`src/rtl/seq_stage_ctrl.sv`:
```
// seq_stage_ctrl -- sequencing controller for the sequential Y86 core.
//
// Owns the architectural PC and moves one instruction at a time through
// FETCH, DECODE, EXECUTE, MEMORY, WRITEBACK and PCUPD, one phase per clock,
// with a one-hot enable per phase. It captures the fetch outputs, the execute
// condition and the memory read value, selects the next PC, and keeps the Y86
// status code (1=AOK, 2=HLT, 3=ADR, 4=INS).
//
// Ports:
//   clk, rst                 clock (rising edge), asynchronous active-high reset
//   start                    one-cycle pulse that leaves IDLE
//   step                     (SEQ_SINGLE_STEP_EN only) releases WAIT into FETCH
//   icode, ifun, valC, valP,
//   instr_valid, imem_error  fetch results, sampled in FETCH
//   cnd                      execute condition, sampled in EXECUTE
//   valM, dmem_error         memory results, sampled in MEMORY
//   pc                       architectural PC driven into fetch
//   fetch_en .. pcup_en      one-hot phase enables
//   stat                     Y86 status code
//   halted, busy             HALT state / any active phase
//   instr_count              retired-instruction counter (wraps)
//
// Build option: define SEQ_SINGLE_STEP_EN to add the `step` input and a WAIT
// state between PCUPD and the next FETCH.

module seq_stage_ctrl #(
  parameter int unsigned       ADDR_W   = 11,
  parameter logic [ADDR_W-1:0] START_PC = '0
) (
  input  logic              clk,
  input  logic              rst,
  input  logic              start,
`ifdef SEQ_SINGLE_STEP_EN
  input  logic              step,
`endif
  input  logic [3:0]        icode,
  input  logic [3:0]        ifun,
  input  logic [63:0]       valC,
  input  logic [ADDR_W-1:0] valP,
  input  logic              instr_valid,
  input  logic              imem_error,
  input  logic              cnd,
  input  logic [63:0]       valM,
  input  logic              dmem_error,
  output logic [ADDR_W-1:0] pc,
  output logic              fetch_en,
  output logic              decode_en,
  output logic              exec_en,
  output logic              mem_en,
  output logic              wb_en,
  output logic              pcup_en,
  output logic [2:0]        stat,
  output logic              halted,
  output logic              busy,
  output logic [31:0]       instr_count
);

  localparam logic [2:0] STAT_AOK = 3'd1;
  localparam logic [2:0] STAT_HLT = 3'd2;
  localparam logic [2:0] STAT_ADR = 3'd3;
  localparam logic [2:0] STAT_INS = 3'd4;

  typedef enum logic [3:0] {
    S_IDLE,
    S_FETCH,
    S_DECODE,
    S_EXECUTE,
    S_MEMORY,
    S_WRITEBACK,
    S_PCUPD,
    S_HALT
`ifdef SEQ_SINGLE_STEP_EN
    , S_WAIT
`endif
  } state_t;

  state_t            state_q;
  logic [ADDR_W-1:0] pc_q;
  logic [2:0]        stat_q;
  logic [31:0]       count_q;
  logic [3:0]        icode_q;
  logic [63:0]       valC_q;
  logic [ADDR_W-1:0] valP_q;
  logic              cnd_q;
  logic [63:0]       valM_q;

  logic [63:0]       pc_src_d;
  logic              pc_src_oob;

  // ifun is carried to the datapath by the fetch block itself; nothing here decodes it.
  logic unused_ifun;
  assign unused_ifun = ^ifun;

  // Next-PC source is formed at full 64-bit width so that out-of-range
  // call/jump/return targets can be caught before truncation.
  always_comb begin
    pc_src_d = {{(64-ADDR_W){1'b0}}, valP_q};
    case (icode_q)
      4'h7:    if (cnd_q) pc_src_d = valC_q;
      4'h8:    pc_src_d = valC_q;
      4'h9:    pc_src_d = valM_q;
      default: ;
    endcase
  end

  assign pc_src_oob = |pc_src_d[63:ADDR_W];

  always_ff @(posedge clk or posedge rst) begin
    if (rst) begin
      state_q <= S_IDLE;
      pc_q    <= START_PC;
      stat_q  <= STAT_AOK;
      count_q <= '0;
      icode_q <= '0;
      valC_q  <= '0;
      valP_q  <= '0;
      cnd_q   <= 1'b0;
      valM_q  <= '0;
    end else begin
      case (state_q)
        S_IDLE: begin
          if (start) state_q <= S_FETCH;
        end
        S_FETCH: begin
          icode_q <= icode;
          valC_q  <= valC;
          valP_q  <= valP;
          if (imem_error) begin
            stat_q  <= STAT_ADR;
            state_q <= S_HALT;
          end else if (!instr_valid) begin
            stat_q  <= STAT_INS;
            state_q <= S_HALT;
          end else if (icode == 4'h0) begin
            stat_q  <= STAT_HLT;
            state_q <= S_HALT;
          end else begin
            state_q <= S_DECODE;
          end
        end
        S_DECODE: state_q <= S_EXECUTE;
        S_EXECUTE: begin
          cnd_q   <= cnd;
          state_q <= S_MEMORY;
        end
        S_MEMORY: begin
          valM_q <= valM;
          if (dmem_error) begin
            stat_q  <= STAT_ADR;
            state_q <= S_HALT;
          end else begin
            state_q <= S_WRITEBACK;
          end
        end
        S_WRITEBACK: state_q <= S_PCUPD;
        S_PCUPD: begin
          if (pc_src_oob) begin
            stat_q  <= STAT_ADR;
            state_q <= S_HALT;
          end else begin
            pc_q    <= pc_src_d[ADDR_W-1:0];
            count_q <= count_q + 32'd1;
`ifdef SEQ_SINGLE_STEP_EN
            state_q <= S_WAIT;
`else
            state_q <= S_FETCH;
`endif
          end
        end
`ifdef SEQ_SINGLE_STEP_EN
        S_WAIT: begin
          if (step) state_q <= S_FETCH;
        end
`endif
        S_HALT:  state_q <= S_HALT;
        default: state_q <= S_IDLE;
      endcase
    end
  end

  assign pc          = pc_q;
  assign stat        = stat_q;
  assign instr_count = count_q;
  assign fetch_en    = (state_q == S_FETCH);
  assign decode_en   = (state_q == S_DECODE);
  assign exec_en     = (state_q == S_EXECUTE);
  assign mem_en      = (state_q == S_MEMORY);
  assign wb_en       = (state_q == S_WRITEBACK);
  assign pcup_en     = (state_q == S_PCUPD);
  assign halted      = (state_q == S_HALT);
`ifdef SEQ_SINGLE_STEP_EN
  assign busy        = !(state_q inside {S_IDLE, S_HALT, S_WAIT});
`else
  assign busy        = !(state_q inside {S_IDLE, S_HALT});
`endif

endmodule
```
`config.mk`:
```
export PLATFORM = sky130hd
export DESIGN_NAME = seq_stage_ctrl
export DESIGN_NICKNAME = d
export VERILOG_FILES = /design/src/rtl/seq_stage_ctrl.sv
export SDC_FILE = /design/constraint.sdc
export NUM_CORES = 1
export LEC_CHECK = 0
export ABC_AREA = 1
export CELL_PAD_IN_SITES_DETAIL_PLACEMENT = 0
export CELL_PAD_IN_SITES_GLOBAL_PLACEMENT = 2
export CORE_MARGIN = 1
export CORE_UTILIZATION = 31
export CTS_BUF_LIST = sky130_fd_sc_hd__clkbuf_4 sky130_fd_sc_hd__clkbuf_8
export DETAILED_ROUTE_END_ITERATION = 12
export PLACE_DENSITY_LB_ADDON = 0.1
export SLEW_MARGIN = 20
export SYNTH_ARGS = -nofsm -noshare
export SYNTH_HDL_FRONTEND = slang
export SYNTH_SLANG_ARGS = --single-unit
```
`constraint.sdc`:
```
create_clock -name clk -period 15.7 [get_ports clk]
set_clock_uncertainty 0.2 [all_clocks]
set_input_delay 3.14 -clock clk [delete_from_list [all_inputs] [get_ports clk]]
set_output_delay 3.14 -clock clk [all_outputs]
set_load 0.1 [all_outputs]
```
# Yosys cells after proc, flatten, opt, wreduce, memory -nomap -nowiden
# Index checks and enable logic that the tools add are counted.
totals:
  ff_bits: 194
  in_bits: 154
  out_inout_bits: 54
  wordCells: 48
op_classes:
  add_sub_neg: 1
  eq_ne: 14
  mux: 15
  bitwise_logic: 1
  reduce_logical: 8
ops:
  columns: ["operator", "count"]
  rows:
  - ["one-hot mux 64 bit (3 select lines)", 1]
  - ["2-to-1 mux 64 bit", 1]
  - ["OR reduction 53 bit", 1]
  - ["adder 32 x 1 -> 32 bit, second input constant", 1]
  - ["one-hot mux 4 bit (8 select lines)", 1]
  - ["2-to-1 mux 3 bit", 9]
  - ["== test 4 x 3 -> 1 bit, second input constant", 5]
  - ["one-hot mux 3 bit (3 select lines)", 1]
  - ["== test 4 x 2 -> 1 bit, second input constant", 2]
  - ["== test 4 bit, second input constant", 2]
  - ["logical NOT 4 bit", 2]
  - ["== test 4 x 1 -> 1 bit, second input constant", 1]
  - ["2-to-1 mux 4 bit", 1]
  - ["!= test 2 bit, second input constant", 2]
  - ["!= test 4 x 3 -> 1 bit, second input constant", 1]
  - ["AND reduction 4 bit", 1]
  - ["nonzero test 3 bit", 1]
  - ["2-to-1 mux 2 bit", 1]
  - ["!= test 2 x 1 -> 1 bit, second input constant", 1]
  - ["AND reduction 2 bit", 1]
  - ["nonzero test 2 bit", 1]
  - ["logical NOT 1 bit", 1]
  - ["NOT 1 bit", 1]

# Logic depth before layout (Yosys ltp)
logic_depth:
  ltp_word: 5
  ltp_mapped: 12
  depth_no_buf: 11

# Worst setup path after synthesis
# OpenSTA, ideal clock, no wires.
synth_path:
  path_kind: "flip-flop to output port"
  from: "register state_q[1]"
  to: "output port busy"
  t_arrival_ps: 4025
  required_ps: 12360
  setup_slack_ps: 8335
  stages_incl_launch_ff: 4
  n_path_buf: 0
  cell_sequence: "dfrtp_1 > inv_2 > nor3_1 > nor2_1"
synth_between:
  elab_chain_cells: 3
synth_lines:
  columns: ["item", "line", "source"]
  rows:
  - ["from (decl)", "77", "state_t state_q;"]
  - ["from (signal assigned)", "110", "state_q <= S_IDLE;"]
  - ["from (signal assigned)", "122", "if (start) state_q <= S_FETCH;"]
  - ["from (signal assigned)", "130", "state_q <= S_HALT;"]
  - ["== test 4 x 3 -> 1 bit", null, null]
  - ["named net halted", "53", "output logic halted,"]
  - ["nonzero test 2 bit", "194", "assign busy = !(state_q inside {S_IDLE, S_HALT});"]
  - ["logical NOT 1 bit", "194", null]
  - ["to (decl)", "54", "output logic busy,"]
# The timed path passes the listed nets, and every way through them passes these cells.

# Final worst setup path
layout_path:
  from: "register state_q[1]"
  to: "output port mem_en"
layout_between:
  elab_chain_cells: 1
layout_lines:
  columns: ["item", "line", "source"]
  rows:
  - ["== test 4 x 3 -> 1 bit", "187", "assign mem_en = (state_q == S_MEMORY);"]
  - ["to (decl)", "49", "output logic mem_en,"]
# No other way between the ends.

==> results.toml <==
[hold_path]
hp-class = "flip-flop to flip-flop"
hold_depth = 2

[synthesis]
seq_area_frac_synth_pct = 54.43
yosys_register_bits = 193
synth_top_family_by_area = "simple AND/OR/NAND/NOR gates"
synth-compound-area-share_pct = 4.695
synth-main-ff-cell = "dfrtp_1"
async_flop_share_pct = 100.0
synthMuxAreaShare_pct = 0
syn_area_um2 = 8875
yosysMostFrequentCell = "nand2_1"
synthTopCellsByArea = "dfrtp_1 54%, nand2_1 25%, nor2_1 4.5%"
synthTopCellsByCount = "587 x nand2_1, 192 x dfrtp_1, 107 x nor2_1"
yosys.area_share.simple_pct = 33.58
yosys.area.top_type = "dfrtp_1"
synth_cells = 1145
synth_cell_types = 32
synth_nets = 1300
synth_edf_count = 0
synth_top_area_share_pct = 54.14
avgSynthCellArea_um2 = 7.751
ys_warn_count = 0
synth_xor_area_share_pct = 2.270
synth_fa_ha_area_share_pct = 0.1410

[setup_path]
crit_path_start_kind = "flip-flop"
rr_worst_depth = 8
critPathMaxStageDelay_ps = 1260
arrival_ps = 3150
path_buf_inv = 3
path_depth = 5
critical_path_class = "flip-flop to output pin"
cpMaxStageDelayCell = "clkdlybuf4s50_1"
crit_fanout = 70
crit_chain = "nor2_1 > inv_2 > nor2_4 > buf_4 > clkdlybuf4s50_1"
critPathCaptureType = "output pin"
path_delay_family = "buffers and inverters"
cp_data_required_time_ps = 12360

[grt]
track_usage_pct = 16.44
grt_max_degree = 119
antenna_found_initial = 3
first_global_vias = 7304
gr-total-overflow = 0
grt_first_pass_wirelength_um = 37450

[outcome]
status = "completed"

[detailed_routing]
ant_nets = 0
drt_first_pass_iters = 4
vias = 7364
routedWlPerCell_um = 13.47
routed_wl_um = 23170
drc = 0
drtIter0Drc = 336
viasPerCell = 4.279

[die]
core_um2 = 28010
ioPinCount = 208
die_area_um2 = 29310
start_util_pct = 31.68
die_h_um = 171.2
rows = 61
die_w_um = 171.2

[clock_tree]
clk_latency_ps = 480
hold_buffers = 0
cts_made_buffers = 17
cts_tree = "built"
cts_sinks = 193
root_buffer = "clkbuf_8"
cts_resized = 0
postCtsSetupBuffers = 0
cts_buffer_depth = 2
htree_levels = 4
clk_pin_slew_ps = 100

[place]
place.gp.congestion = 0.7614
dp_worst_setup_slack_ps = 9696
placement.io_buffers = 203
dp_hpwl_um = 16290

[power_and_ir_drop]
finalPower_uw = 1987
power_density_nw_per_um2 = 170.5
ir_drop_uv = 76.26
p_leak_uw = 0.005436

[sta]
period_minus_slack_ps = 6487
fin_hold_ws_ps = 279.4
rsz0062_at_grt = "false"
worstMarginPinSlew_ps = 1071
fin_ws_ps = 9213
setup_viol = 0
relSlewSlack_pct = 28.35
period_share_pct = 41.32
tns_ps = 0
fmax_ghz = 0.1542
finalHoldViolCount = 0
drv_slew = 0

[finish]
nets = 1485
drive_gt1_share_pct = 5.216
area_growth_pct = 31.28
fin_util_pct = 41.60

[flow_run]
drv_cap = 0
[cell usage in the layout (no fill, tap or decap), types with 2 or more instances in the layout]
master	instances
o21ai_1	9
nor3_4	2
xor2_1	14
clkdlybuf4s50_1	203
xnor2_1	9
o21ai_2	7
o21ai_0	43
nor3_2	4
nor3_1	7
clkinv_8	6
inv_8	2
a21oi_1	15
nand3b_1	2
inv_2	6
nand3_4	2
nand2_1	587
nor2_2	2
nand4_1	9
inv_6	5
nand2_2	3
inv_1	59
buf_4	5
nand3_1	12
nor2_1	107
nor2_4	5
dfrtp_1	192
clkbuf_8	18
[per-layer routing]
layer / part of all wire [%] / track usage, % / wire, um / vias to the layer above
met1: 47 / 21.49 / 10780 / 3330
met2: 47 / 26.35 / 10820 / 144
met3: 6.0 / 5.453 / 1401 / 12
met5: 0.11 / 0 / 26 / -
li1: - / - / - / 3874
met4: 0.63 / 3.533 / 146 / 4
[cell type report]
type	instances	area [um^2]
diodes	1	2.502
clock buffers	18	247.7
clock inverters	13	161.4
fillers	2989	16360
inverters	66	255.2
multi-input cells	844	3611
flip-flops and latches	193	4831
well taps	378	473.0
repair buffers	208	2069
[worst min-delay path, stage by stage (launching register included)]
cell	delay [ps]
dfstp_2	380
nand2_1	50
nand2_1	50
[cell families after synthesis]
group | Yosys count
simple gates | 744
flops | 193
buf+inv | 108
compound gates | 76
xor+xnor | 23
fa+ha+maj | 1
[metrics by stage]
stage | area [um^2] | cells
CTS | 11650 | 1720
global route | 11650 | 1720
global placement | 11240 | 1689
finish | 11650 | 1721
detailed placement | 11240 | 1689
floorplan | 8875 | 1145
[worst paths after layout]
path                       slack, ps        from          to
max reg2reg                    12820  icode_q[1]     stat[2]
max in group asynchronous      10800         rst   valC_q[6]
min in group asynchronous       3000         rst  valC_q[19]
max                             9210  state_q[1]      mem_en
min                              280     stat[0]     stat[0]
min reg2reg                      280     stat[0]     stat[0]
[where the power goes]
part | internal [uW] | switching [uW]
sequential | 707 | 114
clock | 125 | 205
combinational | 250 | 586
[flip-flops by register name, summed over array words and instances (netlist names)]
signal       flops
stat             3
instr_count     32
valC_q          64
valM_q          64
valP_q          11
state_q          3
pc              11
icode_q          4
cnd_q            1
No activity file was read; power rests on OpenSTA's default activity.
